`config.mk`:
```
export PLATFORM = sky130hd
export DESIGN_NAME = loop_down_counter_flat
export DESIGN_NICKNAME = d
export VERILOG_FILES = /design/src/rtl/loop_down_counter_if.sv /design/src/rtl/loop_down_counter.sv /design/src/flat_wrapper.sv
export SDC_FILE = /design/constraint.sdc
export NUM_CORES = 1
export LEC_CHECK = 0
export ABC_AREA = 0
export BUFFER_PORTS_ARGS = -buffer_cell sky130_fd_sc_hd__buf_4
export CAP_MARGIN = 10
export CORE_MARGIN = 2
export CORE_UTILIZATION = 42
export CTS_CLUSTER_DIAMETER = 150
export DETAILED_ROUTE_END_ITERATION = 8
export PLACE_DENSITY_LB_ADDON = 0.08
export SLEW_MARGIN = 15
export SYNTH_ARGS = -nofsm -noshare
export SYNTH_HDL_FRONTEND = slang
export SYNTH_SLANG_ARGS = --single-unit
```
`constraint.sdc`:
```
create_clock -name clk -period 3.8 [get_ports clk]
set_input_delay 0.19 -clock clk [delete_from_list [all_inputs] [get_ports clk]]
set_output_delay 0.19 -clock clk [all_outputs]
set_load 0.01 [all_outputs]
```
`src/rtl/loop_down_counter_if.sv`:
```
// rtl/loop_down_counter_if.sv - controller-side bundle for the loadable down counter
interface loop_down_counter_if #(
    parameter int N = 8
);
    logic         start;
    logic [N-1:0] load_val;
    logic         en;
    logic         abort;
    logic [N-1:0] count;
    logic         busy;
    logic         tc;
    logic         done;

    modport master (
        output start, load_val, en, abort,
        input  count, busy, tc, done
    );

    modport slave (
        input  start, load_val, en, abort,
        output count, busy, tc, done
    );
endinterface

```
`src/rtl/loop_down_counter.sv`:
```
// rtl/loop_down_counter.sv - loadable down counter with start/busy/done handshake
// Optional feature macro: LOOP_DOWN_COUNTER_AUTORELOAD_EN (reload on terminal count, stay in RUN)
module loop_down_counter #(
    parameter int N = 8
) (
    input  logic                   clk,
    input  logic                   rst,
    loop_down_counter_if.slave     bus
);
    typedef enum logic [1:0] {
        S_IDLE = 2'd0,
        S_RUN  = 2'd1,
        S_DONE = 2'd2
    } state_t;

    state_t       state_q, state_d;
    logic [N-1:0] count_q, count_d;
    logic         busy_q, busy_d;
    logic         done_q, done_d;
`ifdef LOOP_DOWN_COUNTER_AUTORELOAD_EN
    logic [N-1:0] reload_q, reload_d;
`endif

    always_ff @(posedge clk or negedge rst) begin
        if (!rst) begin
            state_q <= S_IDLE;
            count_q <= '0;
            busy_q  <= 1'b0;
            done_q  <= 1'b0;
        end else begin
            state_q <= state_d;
            count_q <= count_d;
            busy_q  <= busy_d;
            done_q  <= done_d;
        end
    end

`ifdef LOOP_DOWN_COUNTER_AUTORELOAD_EN
    always_ff @(posedge clk or negedge rst) begin
        if (!rst) begin
            reload_q <= '0;
        end else begin
            reload_q <= reload_d;
        end
    end
`endif

    always_comb begin
        state_d = state_q;
        count_d = count_q;
        busy_d  = busy_q;
        done_d  = 1'b0;
`ifdef LOOP_DOWN_COUNTER_AUTORELOAD_EN
        reload_d = reload_q;
`endif
        if (bus.abort) begin
            state_d = S_IDLE;
            count_d = '0;
            busy_d  = 1'b0;
        end else begin
            case (state_q)
                S_IDLE, S_DONE: begin
                    if (bus.start) begin
                        state_d = S_RUN;
                        count_d = bus.load_val;
                        busy_d  = 1'b1;
`ifdef LOOP_DOWN_COUNTER_AUTORELOAD_EN
                        reload_d = bus.load_val;
`endif
                    end else begin
                        state_d = S_IDLE;
                    end
                end
                S_RUN: begin
                    // start is deliberately ignored here; only en moves the count
                    if (bus.en) begin
                        if (count_q != '0) begin
                            count_d = count_q - 1'b1;
                        end else begin
                            done_d = 1'b1;
`ifdef LOOP_DOWN_COUNTER_AUTORELOAD_EN
                            count_d = reload_q;
`else
                            state_d = S_DONE;
                            busy_d  = 1'b0;
`endif
                        end
                    end
                end
                default: begin
                    state_d = S_IDLE;
                    count_d = '0;
                    busy_d  = 1'b0;
                end
            endcase
        end
    end

    assign bus.count = count_q;
    assign bus.busy  = busy_q;
    assign bus.done  = done_q;
    assign bus.tc    = busy_q && (count_q == '0);
endmodule

```
`src/flat_wrapper.sv`:
```
// flat-port wrapper written by rule: the top's interface ports become plain ports
module loop_down_counter_flat 
#(
    parameter int N = 8
)
  (clk, rst, bus_start, bus_load_val, bus_en, bus_abort, bus_count, bus_busy, bus_tc, bus_done);
  loop_down_counter_if #(.N(N)) bus_i ();
  input  logic clk;
  input  logic rst;
  input wire logic [$bits(bus_i.start)-1:0] bus_start;
  input wire logic [$bits(bus_i.load_val)-1:0] bus_load_val;
  input wire logic [$bits(bus_i.en)-1:0] bus_en;
  input wire logic [$bits(bus_i.abort)-1:0] bus_abort;
  output wire logic [$bits(bus_i.count)-1:0] bus_count;
  output wire logic [$bits(bus_i.busy)-1:0] bus_busy;
  output wire logic [$bits(bus_i.tc)-1:0] bus_tc;
  output wire logic [$bits(bus_i.done)-1:0] bus_done;
  assign bus_i.start = bus_start;
  assign bus_i.load_val = bus_load_val;
  assign bus_i.en = bus_en;
  assign bus_i.abort = bus_abort;
  assign bus_count = bus_i.count;
  assign bus_busy = bus_i.busy;
  assign bus_tc = bus_i.tc;
  assign bus_done = bus_i.done;
  loop_down_counter #(.N(N)) u_core (.clk(clk), .rst(rst), .bus(bus_i));
endmodule
```
==> impl_metrics.py <==
metrics = {
    "global_routing": {
        "global_route.usage.total_pct": 19.54,
        "grt_first_pass_wirelength_um": 2960,
        "grt_start_max_net_pins": 13,
        "overflow": 0,
        "antenna_found_initial": 0,
        "vias_in_the_first_global_route": 675,
    },
    "yosys": {
        "ys_types": 37,
        "async_reset_ff_share_pct": 100.0,
        "synth_largest_area_cell": "sky130_fd_sc_hd__dfrtp_1",
        "post_synth_instance_area_um2": 782.0,
        "synth.top_cells.by_area": "sky130_fd_sc_hd__dfrtp_1, sky130_fd_sc_hd__a22o_1, sky130_fd_sc_hd__inv_1",
        "syn_avg_cell_area_um2": 10.29,
        "share_of_the_synthesized_area_in_the_top_cell_type_pct": 38.40,
        "synth_warn": 0,
        "synth-seq-cells": 12,
        "synth-main-ff-cell": "sky130_fd_sc_hd__dfrtp_1",
        "synth-seq-area-share_pct": 38.40,
        "synthesis.nets": 91,
        "synth-edff-count": 0,
        "post_synth_inst_count": 76,
    },
    "critical_path": {
        "critical_path_buf_inv_count": 1,
        "critical_path.cell_chain": "inv_1 > ha_1 > nor3b_2 > a21bo_4 > a21o_1 > mux2i_1",
        "cpMaxStageDelayCell": "sky130_fd_sc_hd__dfrtp_1",
        "critical_path_peak_fanout": 8,
        "timing.critical_path.to_type": "flop",
        "timing.setup.critical_path_class": "reg -> reg",
        "critPathTopFamily": "compound AO/OA/AOI/OAI gates",
        "critical_path_required_ns": 4.00,
        "worstSetupStartpointType": "flop",
        "cp_data_arrival_time_ns": 2.11,
        "max_stage_delay_ns": 0.42,
    },
    "sta": {
        "finalClockSkew_ns": 0.008035,
        "hold_violations": 0,
        "time_the_final_worst_path_needs_with_i_o_delays_and_setup_ns": 1.912,
        "timing_max_transition_violations_final": 0,
        "post_route_worst_hold_slack_ns": 0.1206,
        "finalSetupViolCount": 0,
        "timing_worst_slew_pin_value_ns": 0.5088,
        "period_share_pct": 50.30,
        "rsz_0062_raised_after_global_routing": "false",
        "slew_headroom_pct": 65.88,
        "max_freq_mhz": 523.1,
        "tns_ns": 0,
    },
    "detailed_routing": {
        "viasPerCell": 5.738,
        "drtAntennaViolNets": 0,
        "detail_route.wl_per_cell_um": 15.54,
        "vias": 723,
        "drt_iter0_markers": 15,
        "drt_pass1_iterations": 4,
        "drt-total-wl_um": 1958,
        "drc": 0,
    },
    "clock_network": {
        "cts-buffers-inserted": 3,
        "cts_root_buf": "sky130_fd_sc_hd__clkbuf_4",
        "cts.reportedPaths.clkPinSlew_ns": 0.08,
        "post_cts.repair.setup_buffers": 0,
        "clock_tree.htree_level_count": 1,
        "worst_skew_pair.late_latency_ns": 0.28,
        "cts-hold-fix-buffers": 1,
        "cts_repair_resize_count": 0,
        "cts_buffer_depth": 2,
        "tritoncts": "built",
        "cts_num_sinks": 12,
    },
    "run_status": {
        "outcome": "finished, final reports clean",
    },
    "min_path": {
        "min-delay-path-class": "in -> reg",
    },
    "finish": {
        "layout.cell_area.non_filler_um2": 1002,
        "multi_input_area_um2": 439.2,
        "drive_above_1_share_pct": 32.67,
        "filler_cell_count": 164,
        "mostFrequentLayoutCells": "sky130_fd_sc_hd__buf_4, sky130_fd_sc_hd__dfrtp_1, sky130_fd_sc_hd__inv_1, sky130_fd_sc_hd__nor2_1, sky130_fd_sc_hd__a22o_1",
        "area_growth_pct": 28.16,
        "regArea_um2": 300.3,
        "n_antenna_cell": 0,
        "final_stage_net_count": 118,
        "final_common_cell": "sky130_fd_sc_hd__buf_4",
    },
    "power_and_ir_drop": {
        "total_leakage_power_nw": 0.4801,
        "powerDensity_nw_per_um2": 475.6,
        "ir_drop_uv": 221.3,
    },
    "floorplan": {
        "die_area_um2": 2223,
        "number_of_cell_rows": 15,
        "core-area_um2": 1745,
        "die_w_um": 47.15,
        "ioPinCount": 24,
        "die_y_um": 47.15,
        "floorplan.initialDensity_pct": 44.80,
    },
    "place": {
        "hpwl_um": 1404,
        "detailed_place.area_um2": 969.7,
        "buffer_ports.inserted": 23,
        "gpl.final_weighted_congestion": 0.8218,
    },
    "run": {
        "timing.max_cap.violations": 0,
    },
}
[synthesized netlist by cell type, types with 2 or more instances]
cell	count
sky130_fd_sc_hd__nor3_1	3
sky130_fd_sc_hd__dfrtp_1	12
sky130_fd_sc_hd__nor2_1	6
sky130_fd_sc_hd__xor2_1	2
sky130_fd_sc_hd__a22o_1	5
sky130_fd_sc_hd__a21o_1	2
sky130_fd_sc_hd__a211oi_1	3
sky130_fd_sc_hd__mux2i_1	2
sky130_fd_sc_hd__and3_1	2
sky130_fd_sc_hd__nor2b_1	2
sky130_fd_sc_hd__nand3_1	2
sky130_fd_sc_hd__a21oi_1	3
sky130_fd_sc_hd__inv_1	7
sky130_fd_sc_hd__ha_1	2
[final cells by class]
type / count / area share [%]
inverter: 7 / 2.622
multi-input combinational: 55 / 43.82
timing repair buffer: 24 / 18.23
sequential: 12 / 29.96
tap: 25 / 3.121
clock buffer: 3 / 2.247
[kinds of logic (layout without fill, tap and decap cells)]
logic type      count (synthesis)  after routing  synth area share (%)
buf+inv                         9             34                 5.440
fa+ha+maj                       2              2                 3.199
mux                             2              2                 2.560
xor+xnor                        2              2                 2.240
simple gates                   24             24                 20.16
compound gates                 25             25                 28.00
flops                          12             12                 38.40
[path summary, 6_finish.rpt]
kind / startpoint / cells past startpoint / slack (ns) / to
worst max-delay path: u_core.bus.count[0] / 6 / 1.89 / u_core.bus.count[1]
worst min register to register: u_core.bus.busy / 1 / 0.53 / u_core.bus.busy
worst min-delay path: bus_abort / 2 / 0.12 / u_core.bus.count[7]
worst max register to register: u_core.bus.count[0] / 6 / 1.89 / u_core.bus.count[1]
max in group asynchronous: rst / 2 / 3.34 / u_core.state_q[1]
min in group asynchronous: rst / 2 / 0.29 / u_core.bus.count[6]
[through the flow]
| step | utilization (%) | worst slack, ns | std cells | power [mW] |
|---|---|---|---|---|
| floorplan | - | 2.051 | 76 | 0.3211 |
| global route | 57.42 | 1.790 | 126 | 0.5054 |
| finish | 57.42 | 1.888 | 126 | 0.4766 |
| global placement | 55.56 | 2.012 | 122 | 0.3947 |
| CTS | 57.42 | 1.879 | 126 | 0.4761 |
| detailed placement | 55.56 | 1.959 | 122 | 0.3936 |
[sequential cells by signal (all words and copies together) (netlist names)]
name              count
u_core.bus.count      8
u_core.state_q        2
u_core.bus.done       1
u_core.bus.busy       1
[layer usage]
metal  vias to the layer above  track usage, %  share of wire, %
li1                        341               -                 -
met1                       343           25.94                46
met2                        33           29.32                47
met3                         6           4.615               5.8
met4                         0           10.56               1.7
met5                         -               0                 0
[power breakdown]
part           switching, mW  total (mW)  internal [mW]
combinational          0.109       0.212          0.103
clock                 0.0448      0.0816         0.0368
sequential            0.0349       0.183          0.148
No activity file was read; power rests on OpenSTA's default activity.
